<file path="src/rtl/writeback_unit.sv">
// Writeback stage: commits decoder results to a 16x32 register file and steers the PC.
// A taken jump loads the PC and then squashes the next FLUSH_CYCLES in-flight results.
module writeback_unit #(
   parameter logic [31:0] RESET_PC     = 32'h0000_0000,
   parameter int unsigned PC_STEP      = 4,
   parameter int unsigned FLUSH_CYCLES = 2,
   parameter bit          R0_ZERO      = 1'b1
) (
   input  logic              clk,
   input  logic              rst_n,
   input  logic              in_valid,
   output logic              in_ready,
   input  logic [31:0]       outval,
   input  logic [5:0]        outreg,
   output logic [15:0][31:0] regarray,
   output logic [31:0]       pc,
   output logic              pc_load,
   output logic              flush,
   output logic [31:0]       retire_count
);

   localparam int unsigned XLEN  = 32;
   localparam int unsigned NREG  = 16;
   localparam int unsigned CNT_W = 3;

   typedef enum logic {S_RUN = 1'b0, S_FLUSH = 1'b1} state_t;

   state_t                     r_state;
   state_t                     w_state_nxt;
   logic [CNT_W-1:0]           r_cnt;
   logic [CNT_W-1:0]           w_cnt_nxt;
   logic [NREG-1:0][XLEN-1:0]  r_regs;
   logic [NREG-1:0][XLEN-1:0]  w_regs_nxt;
   logic [XLEN-1:0]            r_pc;
   logic [XLEN-1:0]            w_pc_nxt;
   logic                       r_pc_load;
   logic                       w_pc_load_nxt;
   logic                       r_flush;
   logic                       w_flush_nxt;
   logic [XLEN-1:0]            r_retire;
   logic [XLEN-1:0]            w_retire_nxt;
   logic                       w_xfer;
   logic                       w_jmp;
   logic                       w_wr_en;

   // The stage never stalls; it only refuses results while held in reset.
   assign in_ready = rst_n;
   assign w_xfer   = in_valid & rst_n;
   assign w_jmp    = outreg[5];
   assign w_wr_en  = ~outreg[4] & ~(R0_ZERO & (outreg[3:0] == 4'd0));

   // State and datapath registers
   always_ff @(posedge clk) begin
      if (!rst_n) begin
         r_state   <= S_RUN;
         r_cnt     <= '0;
         r_regs    <= '0;
         r_pc      <= RESET_PC;
         r_pc_load <= 1'b0;
         r_flush   <= 1'b0;
         r_retire  <= '0;
      end else begin
         r_state   <= w_state_nxt;
         r_cnt     <= w_cnt_nxt;
         r_regs    <= w_regs_nxt;
         r_pc      <= w_pc_nxt;
         r_pc_load <= w_pc_load_nxt;
         r_flush   <= w_flush_nxt;
         r_retire  <= w_retire_nxt;
      end
   end

   // Next-state logic
   always_comb begin
      w_state_nxt = r_state;
      case (r_state)
         S_RUN:   if (w_xfer && w_jmp) w_state_nxt = S_FLUSH;
         S_FLUSH: if (r_cnt == CNT_W'(1)) w_state_nxt = S_RUN;
         default: w_state_nxt = S_RUN;
      endcase
   end

   // Next values for the registered outputs; squashed results touch nothing
   always_comb begin
      w_cnt_nxt     = r_cnt;
      w_regs_nxt    = r_regs;
      w_pc_nxt      = r_pc;
      w_pc_load_nxt = 1'b0;
      w_retire_nxt  = r_retire;
      case (r_state)
         S_RUN: begin
            if (w_xfer) begin
               w_retire_nxt = r_retire + XLEN'(1);
               if (w_jmp) begin
                  w_pc_nxt      = outval;
                  w_pc_load_nxt = 1'b1;
                  w_cnt_nxt     = CNT_W'(FLUSH_CYCLES);
               end else begin
                  w_pc_nxt = r_pc + XLEN'(PC_STEP);
                  if (w_wr_en) w_regs_nxt[outreg[3:0]] = outval;
               end
            end
         end
         S_FLUSH: w_cnt_nxt = r_cnt - CNT_W'(1);
         default: w_cnt_nxt = '0;
      endcase
      w_flush_nxt = (w_state_nxt == S_FLUSH);
   end

   assign regarray     = r_regs;
   assign pc           = r_pc;
   assign pc_load      = r_pc_load;
   assign flush        = r_flush;
   assign retire_count = r_retire;

endmodule

</file>
<file path="config.mk">
export PLATFORM = sky130hd
export DESIGN_NAME = writeback_unit
export DESIGN_NICKNAME = d
export VERILOG_FILES = /design/src/rtl/writeback_unit.sv
export SDC_FILE = /design/constraint.sdc
export NUM_CORES = 1
export LEC_CHECK = 0
export BUFFER_PORTS_ARGS = -buffer_cell sky130_fd_sc_hd__buf_2
export CORE_ASPECT_RATIO = 1.2
export CORE_UTILIZATION = 36
export DETAILED_ROUTE_END_ITERATION = 10
export GPL_TIMING_DRIVEN = 1
export RECOVER_POWER = 100
export SETUP_SLACK_MARGIN = 0.2
export SLEW_MARGIN = 15
export SYNTH_ARGS = -nofsm -noshare
export SYNTH_HDL_FRONTEND = slang
export SYNTH_SLANG_ARGS = --single-unit
</file>
<file path="constraint.sdc">
create_clock -name clk -period 2.2 [get_ports clk]
set_clock_uncertainty 0.1 [all_clocks]
set_input_delay 0.11 -clock clk [delete_from_list [all_inputs] [get_ports clk]]
set_output_delay 0.11 -clock clk [all_outputs]
set_load 0.05 [all_outputs]
</file>
Word-level counts from Yosys, hierarchy flattened
Cells that the tools add are included.
- RAM bits: 0
- memories: 0
- output and inout bits: 579
- memory bits (read-only): 0
- logic and storage cells: 55
- bits of input ports: 41
- register bits after elaboration: 581
- bits in latches: 0
- multiply operators: 0
- reductions and logical operators: 7
- equality and inequality tests: 3
- bitwise logic cells: 8
- magnitude comparators: 2
- div/mod/pow operators: 0
- muxes and demuxes: 11
- shifts and indexed selects: 0
- $add $sub $neg: 3
- operator list (cell ; count):
    512-bit bitwise mux ; 1
    32-bit demux with 4-bit select ; 1
    32-bit 2-to-1 mux ; 2
    32-bit by 1-bit adder with 32-bit output (second input constant) ; 1
    32-bit by 3-bit adder with 32-bit output (second input constant) ; 1
    3-bit 2-to-1 mux ; 2
    1-bit NOT ; 6
    3-bit one-hot mux with 2 select lines ; 1
    4-bit by 5-bit less-than comparator with 1-bit output (second input constant) ; 1
    4-bit by 1-bit greater-or-equal comparator with 1-bit output (second input constant) ; 1
    4-bit logical NOT ; 1
    2-bit inequality test (second input constant) ; 2
    2-bit AND reduction ; 2
    4-bit AND reduction ; 1
    3-bit by 1-bit == test with 1-bit output (second input constant) ; 1
    1-bit 2-to-1 mux ; 3
    3-bit OR reduction ; 1
    3-bit by 1-bit subtractor with 3-bit output (second input constant) ; 1
    1-bit AND ; 2
    1-bit logical AND ; 2
    1-bit one-hot mux with 2 select lines ; 1

Longest topological paths before layout
- depth after elaboration: 5
- depth in mapped cells: 9
- mapped depth without buffers: 6

Least setup slack after synthesis
OpenSTA, ideal clock, no wires.
- path kind: reg-to-reg
- start point: reg r_pc[2], in the netlist pc[2]
- end point: reg r_pc[28], in the netlist pc[28]
- clock period less this slack: 2.702 ns
- path slack: -0.502 ns
- stages on the path, launching flop included: 7
- arrival time: 2.523 ns
- data required time: 2.021 ns
- cell sequence: dfxtp_1 ha_1 nand4_1 nor4_4 nand4_1 or4_2 o211ai_1
- cells in the longest elaborated chain, start to end: 2
- ends and longest elaborated chain (item ; line ; source):
    start, declared ; 34 ; logic [XLEN-1:0] r_pc;
    start signal, assigned ; 66 ; r_pc <= w_pc_nxt;
    32-bit by 3-bit adder with 32-bit output ; 99 ; w_pc_nxt = r_pc + XLEN'(PC_STEP);
    32-bit 2-to-1 mux ; 94 ; if (w_jmp) begin
Every way passes these cells.
A chain may end at the register's enable or synchronous reset.

==> results.py <==
metrics = {
    "synth": {
        "synth-async-reset-ratio_pct": 0,
        "synthDistinctLibCells": 62,
        "synth-seq-cells": 581,
        "syn_area_per_cell_um2": 7.873,
        "synth_warnings": 0,
        "syn_area_mm2": 0.02129,
        "synth.largest_area_cell": "dfxtp_1",
        "synth_nets": 2749,
        "synth_top_flop_cell": "dfxtp_1",
        "yosys-top-cells-count": "1025 x nand2_1, 581 x dfxtp_1, 500 x a21oi_1",
        "yosys-top-cells-area": "dfxtp_1 55%, nand2_1 18%, a21oi_1 12%",
        "yosysMostFrequentCell": "nand2_1",
        "synth_edf_count": 0,
        "netlist_instances": 2704,
        "yosysTopAreaCellShare_pct": 54.64,
        "yosysSeqAreaShare_pct": 54.64,
    },
    "placement": {
        "gp_congestion": 0.8517,
        "io_buffers": 619,
        "placed_cells": 3948,
        "dp_hpwl_um": 55520,
        "placed_cell_area_mm2": 0.02545,
    },
    "final_layout": {
        "seq_area_mm2": 0.01168,
        "final_cells": 4133,
        "stdcell_area_mm2": 0.02788,
        "nets": 3337,
        "syn_to_final_growth_pct": 30.97,
        "drive_above_1_share_pct": 10.75,
        "post-route-util_pct": 47.76,
        "fill_cells": 5991,
        "multiInputGateArea_mm2": 0.009027,
    },
    "route": {
        "drtIter0Drc": 1771,
        "ant_nets": 0,
        "first_pass_iters": 8,
        "viasPerCell": 5.130,
        "drt-total-wl_um": 90610,
        "vias": 21200,
        "wl_per_cell_um": 21.92,
        "drc": 0,
    },
    "grt": {
        "antenna_found_initial": 2,
        "grt_max_degree": 84,
        "grt_pass1_vias": 18710,
        "grt_use_total_pct": 26.70,
        "overflow": 0,
        "grt_pass1_wl_um": 122200,
    },
    "sta": {
        "timing.final.crit_share_pct": 95.88,
        "max_slew.worst_pin.slew_ns": 1.132,
        "setup_viol": 0,
        "finalCriticalPeriod_ns": 2.109,
        "slew-limit-headroom_pct": 24.53,
        "fin_setup_tns_ns": 0,
        "slew_viol_final": 0,
        "fmax_mhz": 474.1,
        "rsz0062_at_grt": "true",
        "finalHoldViolations": 0,
    },
    "critical_path": {
        "crit_family": "simple AND/OR/NAND/NOR gates",
        "cp-start-kind": "flip-flop",
        "crit_fanout": 7,
        "slowest_delay_ns": 0.37,
        "slowest_stage": "and4bb_4",
        "cp.required_ns": 2.60,
        "worstSetupPathType": "flip-flop to flip-flop",
        "worstSetupEndpointType": "flip-flop",
        "crit_buf_inv": 3,
        "cp.arrival_ns": 2.51,
        "path_cells": "nand4bb_4 > buf_4 > and4bb_4 > buf_12 > nand2_4 > clkbuf_2 > nand2_1 > a21oi_1",
    },
    "floorplan": {
        "start_util_pct": 36.47,
        "rows": 97,
        "die-height_um": 268.4,
        "dieArea_mm2": 0.06011,
        "pin_count": 620,
        "coreArea_mm2": 0.05838,
        "die_w_um": 224.0,
    },
    "power": {
        "seqPwrFrac_pct": 47.9,
        "p_per_area_mw_per_mm2": 798.9,
        "intPower_uw": 16790,
        "total_leakage_power_uw": 0.009417,
        "pwr-share-clk_pct": 46.6,
        "switching_share_pct": 24.63,
        "power_frac_comb_pct": 5.5,
        "power_switching_uw": 5486,
        "ir_worst_vdd_mv": 0.5947,
    },
    "clock_network": {
        "cts.htree.levels": 2,
        "clk_pin_slew_worst_paths_ns": 0.06,
        "cts_tree": "done",
        "cts_buffers": 59,
        "ctsLongestPathBuffers": 3,
        "cts.sinks": 581,
        "clock_latency_ns": 0.62,
        "cts_root_buffer": "clkbuf_16",
    },
    "status": {
        "status": "finished, final reports clean",
    },
    "job": {
        "maxCapViolCount": 0,
    },
    "worst_hold_path": {
        "hp-class": "primary input to flip-flop",
    },
}
## logic make-up (layout without fill, tap and decap cells)
group,Yosys count,after routing,synth area share [%]
and+or+nand+nor,1255,1255,24.47
xor gates and xnor gates,30,30,1.234
AOI/OAI and AO/OA,573,573,14.26
buffers and inverters,254,888,4.837
adders and majority gates,4,4,0.2351
DFF,581,581,54.64
other,0,3,0
muxes,7,7,0.3292
## cells in the final DEF, fill, tap and decap left out, drive strengths merged, types with 4 or more instances in the layout
cell	synthesis	layout
a32o	6	6
mux2i	7	7
a21oi	500	500
xor2	26	26
buf	45	124
inv	6	11
a31oi	5	5
dlygate4sd3	0	33
nor3	11	11
clkinv	0	7
xnor2	4	4
nor4	10	10
ha	4	4
nor2	68	68
nand3	30	30
nand4	23	23
o21ai	20	20
o31ai	4	4
o211ai	4	4
dfxtp	581	581
and4	7	7
a22o	8	8
nand2	1025	1025
and3	16	16
and2	41	41
clkbuf	203	707
nor2b	4	4
a22oi	5	5
## tightest hold or removal path: stages
cell	delay (ns)
buf_2	0.10
nand4bb_4	0.18
buf_4	0.18
o311ai_0	0.14
## registers in the layout (all words and copies together), names as in the netlist
register and cells:
flush 1, retire_count 32, pc 32, pc_load 1, regarray 512, r_cnt 3
## metal layers
layer | wire [um] | global-route usage, % | part of all wire, %
met5 | 0 | 0 | 0
met4 | 3696 | 9.904 | 4.1
met3 | 8168 | 8.014 | 9.0
met2 | 43080 | 43.82 | 48
met1 | 35670 | 32.93 | 39
## layout make-up
type                       count  area share, %
multi-input combinational   1869          32.38
sequential                   581          41.90
inverter                       6         0.1077
timing repair buffer         775          14.86
clock buffer                  89          6.350
tap                          792          3.554
antenna                        3        0.02693
clock inverter                18         0.8257
## metrics by stage
step | hold WS, ns | total power [uW] | setup WS, ns
2_1_floorplan | 0.1460 | 11570 | 0.1561
3_3_place_gp | 0.3356 | 12040 | 0.1619
3_5_place_dp | 0.3381 | 12040 | 0.07348
4_1_cts | -0.1142 | 22380 | 0.1409
5_1_grt | 0.06786 | 22870 | 0.009433
6_report | 0.05910 | 22270 | 0.09069
## path summary, 6_finish.rpt
kind,start,endpoint,slack (ns),cells past startpoint
setup reg to reg,flush,regarray[422],0.09,8
hold reg to reg,regarray[73],regarray[73],0.35,2
setup / recovery,flush,regarray[422],0.09,8
hold / removal,outreg[5],pc[25],0.06,4
## power groups by stage
stage	clock network (uW)	logic [uW]	registers, uW
after floorplan	0	490	11100
after global placement	0	1150	10900
after detailed placement	0	1140	10900
after CTS	10500	1190	10700
after global routing	10900	1280	10700
final	10400	1230	10700
## repair_timing
item / CTS / global route
gates resized for setup: 9 / 138
endpoints found under the setup margin: 218 / 424
hold buffers: 32 / 1
buffers inserted: 2 / 14
pin swaps: 1 / 32
hold endpoints to repair: 487 / 15
cloned: 1 / 25
Note: power is estimated with default switching activity, not from simulation.
